===== config.mk =====
export PLATFORM = sky130hd
export DESIGN_NAME = tt_extract
export DESIGN_NICKNAME = d
export VERILOG_FILES = /design/src/rtl/tt_extract_pkg.sv /design/src/rtl/tt_lat_pipe.sv /design/src/rtl/tt_extract.sv
export SDC_FILE = /design/constraint.sdc
export NUM_CORES = 1
export LEC_CHECK = 0
export ABC_CLOCK_PERIOD_IN_PS = 12000
export CAP_MARGIN = 20
export CORE_UTILIZATION = 58
export DETAILED_ROUTE_END_ITERATION = 10
export PLACE_DENSITY = 0.86
export SYNTH_ARGS = -nofsm -noshare
export SYNTH_HDL_FRONTEND = slang
export SYNTH_HIERARCHICAL = 1
export SYNTH_SLANG_ARGS = --single-unit

===== constraint.sdc =====
create_clock -name clk -period 12 [get_ports clk]
set_clock_uncertainty 0.1 [all_clocks]
set_input_delay 2.4 -clock clk [delete_from_list [all_inputs] [get_ports clk]]
set_output_delay 2.4 -clock clk [all_outputs]
set_load 0.005 [all_outputs]

===== src/rtl/tt_extract_pkg.sv =====
// Shared types and helpers for the truth-table extractor.
// Helpers take a zero-extended table so they serve any N_IN up to 6.
package tt_extract_pkg;

    localparam int N_IN_DEF = 4;
    localparam int TT_W     = 2**N_IN_DEF;
    localparam int TT_MAX_W = 64;

    typedef enum logic [1:0] {IDLE, DRIVE, DRAIN, DONE} state_t;

    function automatic int unsigned popcount_tt(input logic [TT_MAX_W-1:0] v);
        int unsigned n;
        n = 0;
        for (int i = 0; i < TT_MAX_W; i++) begin
            if (v[i]) n++;
        end
        return n;
    endfunction

    // Returns 0 when no bit is set, so a matching table reports first_err = 0.
    function automatic int lowest_set_idx(input logic [TT_MAX_W-1:0] v);
        int idx;
        idx = 0;
        for (int i = TT_MAX_W - 1; i >= 0; i--) begin
            if (v[i]) idx = i;
        end
        return idx;
    endfunction

endpackage


===== src/rtl/tt_lat_pipe.sv =====
// Delay line carrying the {valid, idx} sample tag alongside the network latency.
// Depth 0 degenerates to a wire so combinational networks sample in the drive cycle.
module tt_lat_pipe #(
    parameter int LAT = 0,
    parameter int W   = 4
) (
    input  logic         clk,
    input  logic         rst,
    input  logic         valid,
    input  logic [W-1:0] idx,
    output logic         tag_valid,
    output logic [W-1:0] tag_idx
);

    if (LAT == 0) begin : g_wire
        logic unused;
        assign unused    = clk ^ rst;
        assign tag_valid = valid;
        assign tag_idx   = idx;
    end else begin : g_pipe
        logic [LAT-1:0] vld_p;
        logic [W-1:0]   idx_p [LAT];

        always_ff @(posedge clk) begin
            if (rst) begin
                vld_p <= '0;
                for (int i = 0; i < LAT; i++) idx_p[i] <= '0;
            end else begin
                vld_p[0] <= valid;
                idx_p[0] <= idx;
                for (int i = 1; i < LAT; i++) begin
                    vld_p[i] <= vld_p[i-1];
                    idx_p[i] <= idx_p[i-1];
                end
            end
        end

        assign tag_valid = vld_p[LAT-1];
        assign tag_idx   = idx_p[LAT-1];
    end

endmodule


===== src/rtl/tt_extract.sv =====
// Sweeps every minterm onto a single-output network, assembles its truth table
// and compares it against an expected table captured at start.
module tt_extract #(
    parameter int N_IN = 4,
    parameter int TT_W = 2**N_IN,
    parameter int LAT  = 0
) (
    input  logic            clk,
    input  logic            rst,
    input  logic            start,
    input  logic [TT_W-1:0] exp_tt,
    output logic [N_IN-1:0] x,
    input  logic            y,
    output logic            busy,
    output logic            done,
    output logic [TT_W-1:0] tt,
    output logic [N_IN:0]   ones,
    output logic            match,
    output logic [N_IN-1:0] first_err
);

    import tt_extract_pkg::*;

    state_t          state;
    logic [N_IN-1:0] idx;
    logic [2:0]      drain_cnt;
    logic [TT_W-1:0] exp_q;
    logic [TT_W-1:0] tt_nxt;
    logic [TT_W-1:0] diff;
    logic            drive_vld;
    logic            drive_last;
    logic            sweep_end;
    logic            tag_valid;
    logic [N_IN-1:0] tag_idx;

    assign drive_vld  = (state == DRIVE);
    assign drive_last = (idx == N_IN'(TT_W - 1));
    assign sweep_end  = (drive_vld && drive_last && (LAT == 0)) ||
                        ((state == DRAIN) && (drain_cnt == 3'(LAT - 1)));

    tt_lat_pipe #(.LAT(LAT), .W(N_IN)) u_pipe (
        .clk       (clk),
        .rst       (rst),
        .valid     (drive_vld),
        .idx       (idx),
        .tag_valid (tag_valid),
        .tag_idx   (tag_idx)
    );

    // Results are registered from the table including the final sample, so they
    // are valid in the same cycle as done.
    always_comb begin
        tt_nxt = tt;
        if (tag_valid) tt_nxt[tag_idx] = y;
    end

    assign diff = tt_nxt ^ exp_q;

    always_ff @(posedge clk) begin
        if (rst) begin
            state     <= IDLE;
            idx       <= '0;
            drain_cnt <= '0;
            x         <= '0;
            busy      <= 1'b0;
            done      <= 1'b0;
            tt        <= '0;
            ones      <= '0;
            match     <= 1'b0;
            first_err <= '0;
        end else begin
            done <= 1'b0;
            tt   <= tt_nxt;
            case (state)
                IDLE: begin
                    x <= '0;
                    if (start) begin
                        exp_q <= exp_tt;
                        tt    <= '0;
                        idx   <= '0;
                        busy  <= 1'b1;
                        state <= DRIVE;
                    end
                end
                DRIVE: begin
                    idx <= idx + 1'b1;
                    if (!drive_last) begin
                        x <= idx + 1'b1;
                    end else if (LAT > 0) begin
                        drain_cnt <= '0;
                        state     <= DRAIN;
                    end
                end
                DRAIN: begin
                    drain_cnt <= drain_cnt + 1'b1;
                end
                DONE: begin
                    state <= IDLE;
                end
                default: state <= IDLE;
            endcase

            if (sweep_end) begin
                state     <= DONE;
                busy      <= 1'b0;
                done      <= 1'b1;
                x         <= '0;
                match     <= (tt_nxt == exp_q);
                ones      <= (N_IN+1)'(popcount_tt(TT_MAX_W'(tt_nxt)));
                first_err <= N_IN'(lowest_set_idx(TT_MAX_W'(diff)));
            end
        end
    end

endmodule


; ---- Word-level counts from Yosys, hierarchy flattened
; Cells that the tools add are included.
[classes]
n_addsub = 17
magnitude_cmp = 2
eq_ne = 9
mux = 76
n_bitwise = 2
reduce_logical = 13
[ops]
columns = op, count
row1 = 2-to-1 mux 5 bit, 45
row2 = adder 5 x 1 -> 5 bit (second input constant), 15
row3 = 2-to-1 mux 4 bit, 18
row4 = 2-to-1 mux 16 bit, 3
row5 = bitwise mux 16 bit, 1
row6 = equality test 16 bit, 1
row7 = one-hot mux 4 bit (2 select lines), 2
row8 = XOR 16 bit, 1
row9 = AND reduction 2 bit, 4
row10 = less-than comparator 4 x 5 -> 1 bit (second input constant), 1
row11 = adder 4 x 1 -> 4 bit (second input constant), 1
row12 = demux 1 bit (select 4 bit), 1
row13 = equality test 2 bit (second input constant), 2
row14 = equality test 4 bit (second input constant), 1
row15 = greater-or-equal comparator 4 x 1 -> 1 bit (second input constant), 1
row16 = 2-to-1 mux 2 bit, 2
row17 = != test 2 bit (second input constant), 2
row18 = one-hot mux 2 bit (2 select lines), 1
row19 = adder 3 x 1 -> 3 bit (second input constant), 1
row20 = equality test 3 bit (second input constant), 1
row21 = logical AND 1 bit, 3
row22 = 2-to-1 mux 1 bit, 3
row23 = != test 3 bit (second input constant), 1
row24 = AND reduction 3 bit, 1
row25 = other kinds (7), 7
[totals]
regBits = 57
output_inout_bits = 32
wordCells = 130

; ---- Logic depth before layout (Yosys ltp)
; Gate-level depths: netlist of run 1.
[depth]
ltp_word = 67
depth_mapped = 50
mapped_depth_nobuf = 46

; ---- Modules after synthesis
; Netlist of run 1, hierarchy kept.
[modules_own_cells]
columns = mod, n_inst, cells_per_inst, area_each_um2
row1 = tt_extract, 1, 553, 4631.9
row2 = tt_lat_pipe, 1, 5, 37.5

; ---- Worst setup path after synthesis of run 1
; OpenSTA, ideal clock, no wires.
[synth_timing]
path_kind = input to register
start = in y
end = reg ones[4]
setup_ps = 79
t_arrival_ps = 9818
required_ps = 11821
path_slack_ps = 2002
stages = 44
path_cell_list = buf_1 > mux2i_1 > inv_1 > ha_1 > buf_2 > xor2_1 > ha_1 > o21ai_0 > a21boi_0 > xnor2_1 > nand2_1 > nand2_1 > ha_1 > o21ai_0 > o211ai_1 > a31oi_1 > xnor2_1 > o21ai_0 > (+8 left out) > o31ai_1 > xnor2_1 > a21oi_1 > ha_1 > o22ai_1 > nor2_1 > a21o_1 > xnor2_1 > nor2_1 > a21o_1 > ha_1 > nand3_1 > o31a_1 > o31ai_2 > xor2_1 > nand4_1 > xnor2_1 > a211oi_2
[synth_between]
elab_chain_len = 63
[synth_rtl]
columns = item, line
row1 = from (decl), tt_extract.sv:13  ; input logic y,
row2 = bitwise mux 16 bit *, tt_extract.sv:54  ; if (tag_valid) tt_nxt[tag_idx] = y;
row3 = 2-to-1 mux 16 bit *, tt_extract.sv:54
row4 = 2-to-1 mux 1 bit, tt_extract_pkg.sv:15  ; if (v[i]) n++;
row5 = 2-to-1 mux 5 bit, tt_extract.sv:103  ; if (sweep_end) begin
row6 = 2-to-1 mux 5 bit, tt_extract.sv:60  ; if (rst) begin
row7 = adder 5 x 1 -> 5 bit, tt_extract_pkg.sv:15
row8 = 2-to-1 mux 5 bit, tt_extract_pkg.sv:15
row9 = 2-to-1 mux 5 bit, tt_extract.sv:103
row10 = (+47 left out), --
row11 = 2-to-1 mux 5 bit, tt_extract.sv:103
row12 = 2-to-1 mux 5 bit, tt_extract.sv:60
row13 = adder 5 x 1 -> 5 bit, tt_extract_pkg.sv:15
row14 = 2-to-1 mux 5 bit, tt_extract_pkg.sv:15
row15 = 2-to-1 mux 5 bit, tt_extract.sv:103
row16 = 2-to-1 mux 5 bit, tt_extract.sv:60
row17 = adder 5 x 1 -> 5 bit, tt_extract_pkg.sv:15
row18 = 2-to-1 mux 5 bit *, tt_extract_pkg.sv:15
row19 = to (signal assigned), tt_extract.sv:109  ; ones <= (N_IN+1)'(popcount_tt(TT_MAX_W'(tt_nxt)));
row20 = to (decl), tt_extract.sv:17  ; output logic [N_IN:0] ones,
; Mark *: on every way between the ends. The rest lies on a longest branch, timed or not. The select of a mux whose other input is x is not followed.
; A chain may end at the register's enable or synchronous reset.

; ---- Worst setup path in the final report of run 1
; Ends and elaborated chain as after synthesis.

==> results of run 1 <==
-- final cells by class --
class | instances | area share
Multi-Input combinational cell | 458 | 0.5902
Sequential cell | 57 | 0.2409
Timing Repair Buffer | 56 | 0.1015
Tap cell | 102 | 0.02363
Clock buffer | 9 | 0.02293
Inverter | 16 | 0.01112
Clock inverter | 7 | 0.009729
-- worst reg2reg max path, delay by kind of cell (launching register included) --
family / cells / cell delay (ns)
AOI/OAI and AO/OA: 15 / 2.57
adders and majority gates: 7 / 2.03
and+or+nand+nor: 8 / 1.69
xor gates and xnor gates: 8 / 1.68
muxes: 6 / 1.44
DFF: 1 / 0.46
buffers and inverters: 1 / 0.10
-- cell usage in the layout, fill, tap and decap left out, types with 4 or more instances in the layout --
| master | netlist | final |
|---|---|---|
| nand2b_1 | 7 | 7 |
| a21oi_1 | 23 | 23 |
| xor2_1 | 17 | 17 |
| dfxtp_1 | 41 | 41 |
| nand2_1 | 47 | 47 |
| xnor2_1 | 55 | 55 |
| nor2_1 | 77 | 77 |
| or2_2 | 4 | 4 |
| o21a_1 | 8 | 8 |
| a211oi_1 | 6 | 6 |
| a22oi_1 | 4 | 4 |
| xnor2_2 | 4 | 4 |
| edfxtp_1 | 16 | 16 |
| a31oi_1 | 5 | 4 |
| inv_1 | 16 | 16 |
| nand3_1 | 11 | 11 |
| buf_4 | 6 | 5 |
| nor3_1 | 13 | 13 |
| nor3b_1 | 5 | 5 |
| nand4_1 | 6 | 6 |
| o21ai_1 | 6 | 6 |
| o31ai_1 | 5 | 5 |
| o22ai_1 | 4 | 4 |
| o21ai_0 | 19 | 19 |
| mux2i_1 | 22 | 21 |
| nor2b_1 | 12 | 12 |
| clkbuf_8 | 0 | 9 |
| ha_1 | 17 | 17 |
| clkdlybuf4s50_1 | 0 | 51 |
| o211ai_1 | 4 | 4 |
-- how the worst max path moves through the flow --
stage / start / endpoint / slack (ns)
after floorplan: y / ones[4] / 2.00
after global placement: y / ones[3] / 0.99
after detailed placement: y / ones[4] / 0.44
after CTS: y / ones[4] / 0.63
after global routing: y / ones[4] / 0.07
final: y / ones[4] / 0.79
-- synthesized netlist by cell type, drive strengths merged (4+ instances only) --
| library cell | n | share of area |
|---|---|---|
| a211oi | 7 | 0.012 |
| a21oi | 23 | 0.025 |
| a22oi | 4 | 0.0064 |
| a31oi | 5 | 0.0067 |
| buf | 15 | 0.020 |
| clkbuf | 12 | 0.0096 |
| dfxtp | 41 | 0.18 |
| edfxtp | 16 | 0.10 |
| ha | 17 | 0.046 |
| inv | 16 | 0.013 |
| mux2 | 4 | 0.0096 |
| mux2i | 22 | 0.047 |
| nand2 | 47 | 0.038 |
| nand2b | 7 | 0.0094 |
| nand3 | 11 | 0.012 |
| nand4 | 6 | 0.0080 |
| nor2 | 77 | 0.062 |
| nor2b | 12 | 0.016 |
| nor3 | 15 | 0.018 |
| nor3b | 5 | 0.0080 |
| o211ai | 4 | 0.0064 |
| o21a | 8 | 0.013 |
| o21ai | 27 | 0.031 |
| o22ai | 4 | 0.0054 |
| o31ai | 7 | 0.013 |
| or2 | 7 | 0.0099 |
| xnor2 | 59 | 0.12 |
| xor2 | 19 | 0.039 |
-- per-stage QoR --
stage	utilization	setup slack (ns)	cell area (sq um)
2_1_floorplan	-	2.002	4669
3_3_place_gp	0.6703	0.9946	5206
3_5_place_dp	0.6703	0.4367	5206
4_1_cts	0.6930	0.6261	5383
5_1_grt	0.6954	0.06557	5401
6_report	0.6954	0.7907	5401
-- registers in the layout, indices dropped and copies added (netlist names) --
name / flops
ones: 5
exp_q: 16
x: 4
match: 1
done: 1
drain_cnt: 3
state: 2
idx: 4
tt: 16
busy: 1
first_err: 4
-- layer usage --
metal  vias to the layer above  part of all wire
met4                         0             0.026
met5                         -                 0
met1                      2066              0.42
met3                        38             0.059
li1                       2084                 -
met2                       197              0.49
-- where the power goes --
group	internal, uW	total (uW)	switching (uW)
Combinational	30.1	67.9	37.8
Clock	76.1	160	83.8
Sequential	201	206	4.58
-- logic make-up (layout without fill, tap and decap cells) --
logic type / count (synthesis) / after routing / share of synthesized area
compound gates: 125 / 125 / 0.1881
xor+xnor: 81 / 81 / 0.1707
fa+ha+maj: 17 / 17 / 0.04555
buf+inv: 43 / 88 / 0.04260
flops: 57 / 57 / 0.2787
mux: 26 / 26 / 0.05681
simple gates: 209 / 209 / 0.2176
-- timing repair --
item / CTS / global route
hold buffers: 0 / 0
resized for setup: 0 / 4
endpoints found under the setup margin: 0 / 2
==> results_dict.tcl, run 1 <==
set metrics [dict create \
    first_global_vias 4184 \
    start_kind "primary input" \
    multi_input_area_sq_um 3188 \
    htreeDepth 3 \
    drive_gt1_frac 0.07960 \
    worst_hold_path_type "flip-flop to flip-flop" \
    postCtsSetupBuffers 0 \
    critPathSlowestCell "clkdlybuf4s50_1" \
    total_power_uw 433.8 \
    antenna_cells 0 \
    reg2reg_slack_ns 1.86 \
    worst-path-stages 40 \
    fill_cells 592 \
    synth_edf_count 16 \
    drt_iter0_markers 416 \
    grt.overflow.total 0 \
    clkSlewWorstSetupHoldPaths_ns 0.07 \
    maxCapViolations 0 \
    reg2reg_to "ones[4]" \
    finalHoldViolCount 0 \
    seqCellArea_sq_um 1301 \
    hold_ws_ns 0.3614 \
    vias 4385 \
    antenna_found_initial 0 \
    core_area_sq_um 7767 \
    tightest_slew_ns 1.016 \
    die-area_sq_um 8413 \
    die_x_microns 91.73 \
    finalSetupViolations 0 \
    syn_nets 595 \
    rr_startpoint "state[0]" \
    clk_path_buf_depth 2 \
    worstSetupPathType "primary input to flip-flop" \
    nets 635 \
    rr_worst_depth 45 \
    rsz0062_at_grt "false" \
    io_pins 52 \
    avgSynthCellArea_sq_um 8.368 \
    gp_congestion 0.9161 \
    slew_violations 0 \
    ys_warn_count 6 \
    grt.met2_usage 0.5163 \
    crit_buf_inv 3 \
    tns_ns 0 \
    initial_utilization 0.6012 \
    async_reset_ff_frac 0 \
    grt_first_pass_wirelength_microns 19810 \
    syn_to_final_growth_pct 15.68 \
    use_met1 0.3611 \
    synth_area_sq_um 4669 \
    vias_per_cell 6.220 \
    critPathTopFamily "compound AO/OA/AOI/OAI gates" \
    dieHeight_microns 91.73 \
    cts-root-buf "clkbuf_8" \
    placementRows 32 \
    slew-limit-headroom 0.3030 \
    arrival_ns 11.36 \
    cts_num_sinks 57 \
    min_from "x[3]" \
    period_needed_ns 11.21 \
    critPathMaxStageDelay_ns 0.62 \
    power_density_nw_per_um2 80.31 \
    clk_latency_ns 0.34 \
    status "finished clean" \
    ys_types 79 \
    fmax_ghz 0.08921 \
    crit_path_end_kind "flip-flop" \
    seq_area_frac_synth 0.2787 \
    hpwl_microns 8827 \
    cts_tree "done" \
    io_buffers 51 \
    busiest_layer "met2" \
    holdPathEnd "x[3]" \
    drc 0 \
    worstPathRequired_ns 12.15 \
    post-route-period-util 0.9341 \
    use_met3 0.04643 \
    instances_no_fill 705 \
    drtPass1Iterations 5 \
    drt_wl_total_microns 11960 \
    dp.cells 689 \
    cp_max_fo 18 \
    ys_ff_latch 57 \
    grtUsageTotal 0.2936 \
    wl_per_cell_microns 16.96 \
    cellLeakagePower_uw 0.001947 \
    cts_made_buffers 9 \
    peakVddDrop_mv 0.09043 \
    grt_max_degree 25 \
    drtAntennaViolNets 0 \
    hold_depth 2 \
    ys.flop_type "dfxtp_1" \
    synth_cells 558 \
]
(Power assumes the default switching activity.)
==> inputs of run 2 (changes only) <==
Settings changed: CTS_CLUSTER_DIAMETER from default to 80.
==> results of run 2 <==
Final layout, timing and power as in run 1 (identical DEF).
==> inputs of run 3 (changes only) <==
Settings changed: TNS_END_PERCENT from default to 50.
==> results of run 3 <==
Final layout, timing and power as in run 1 (identical DEF).
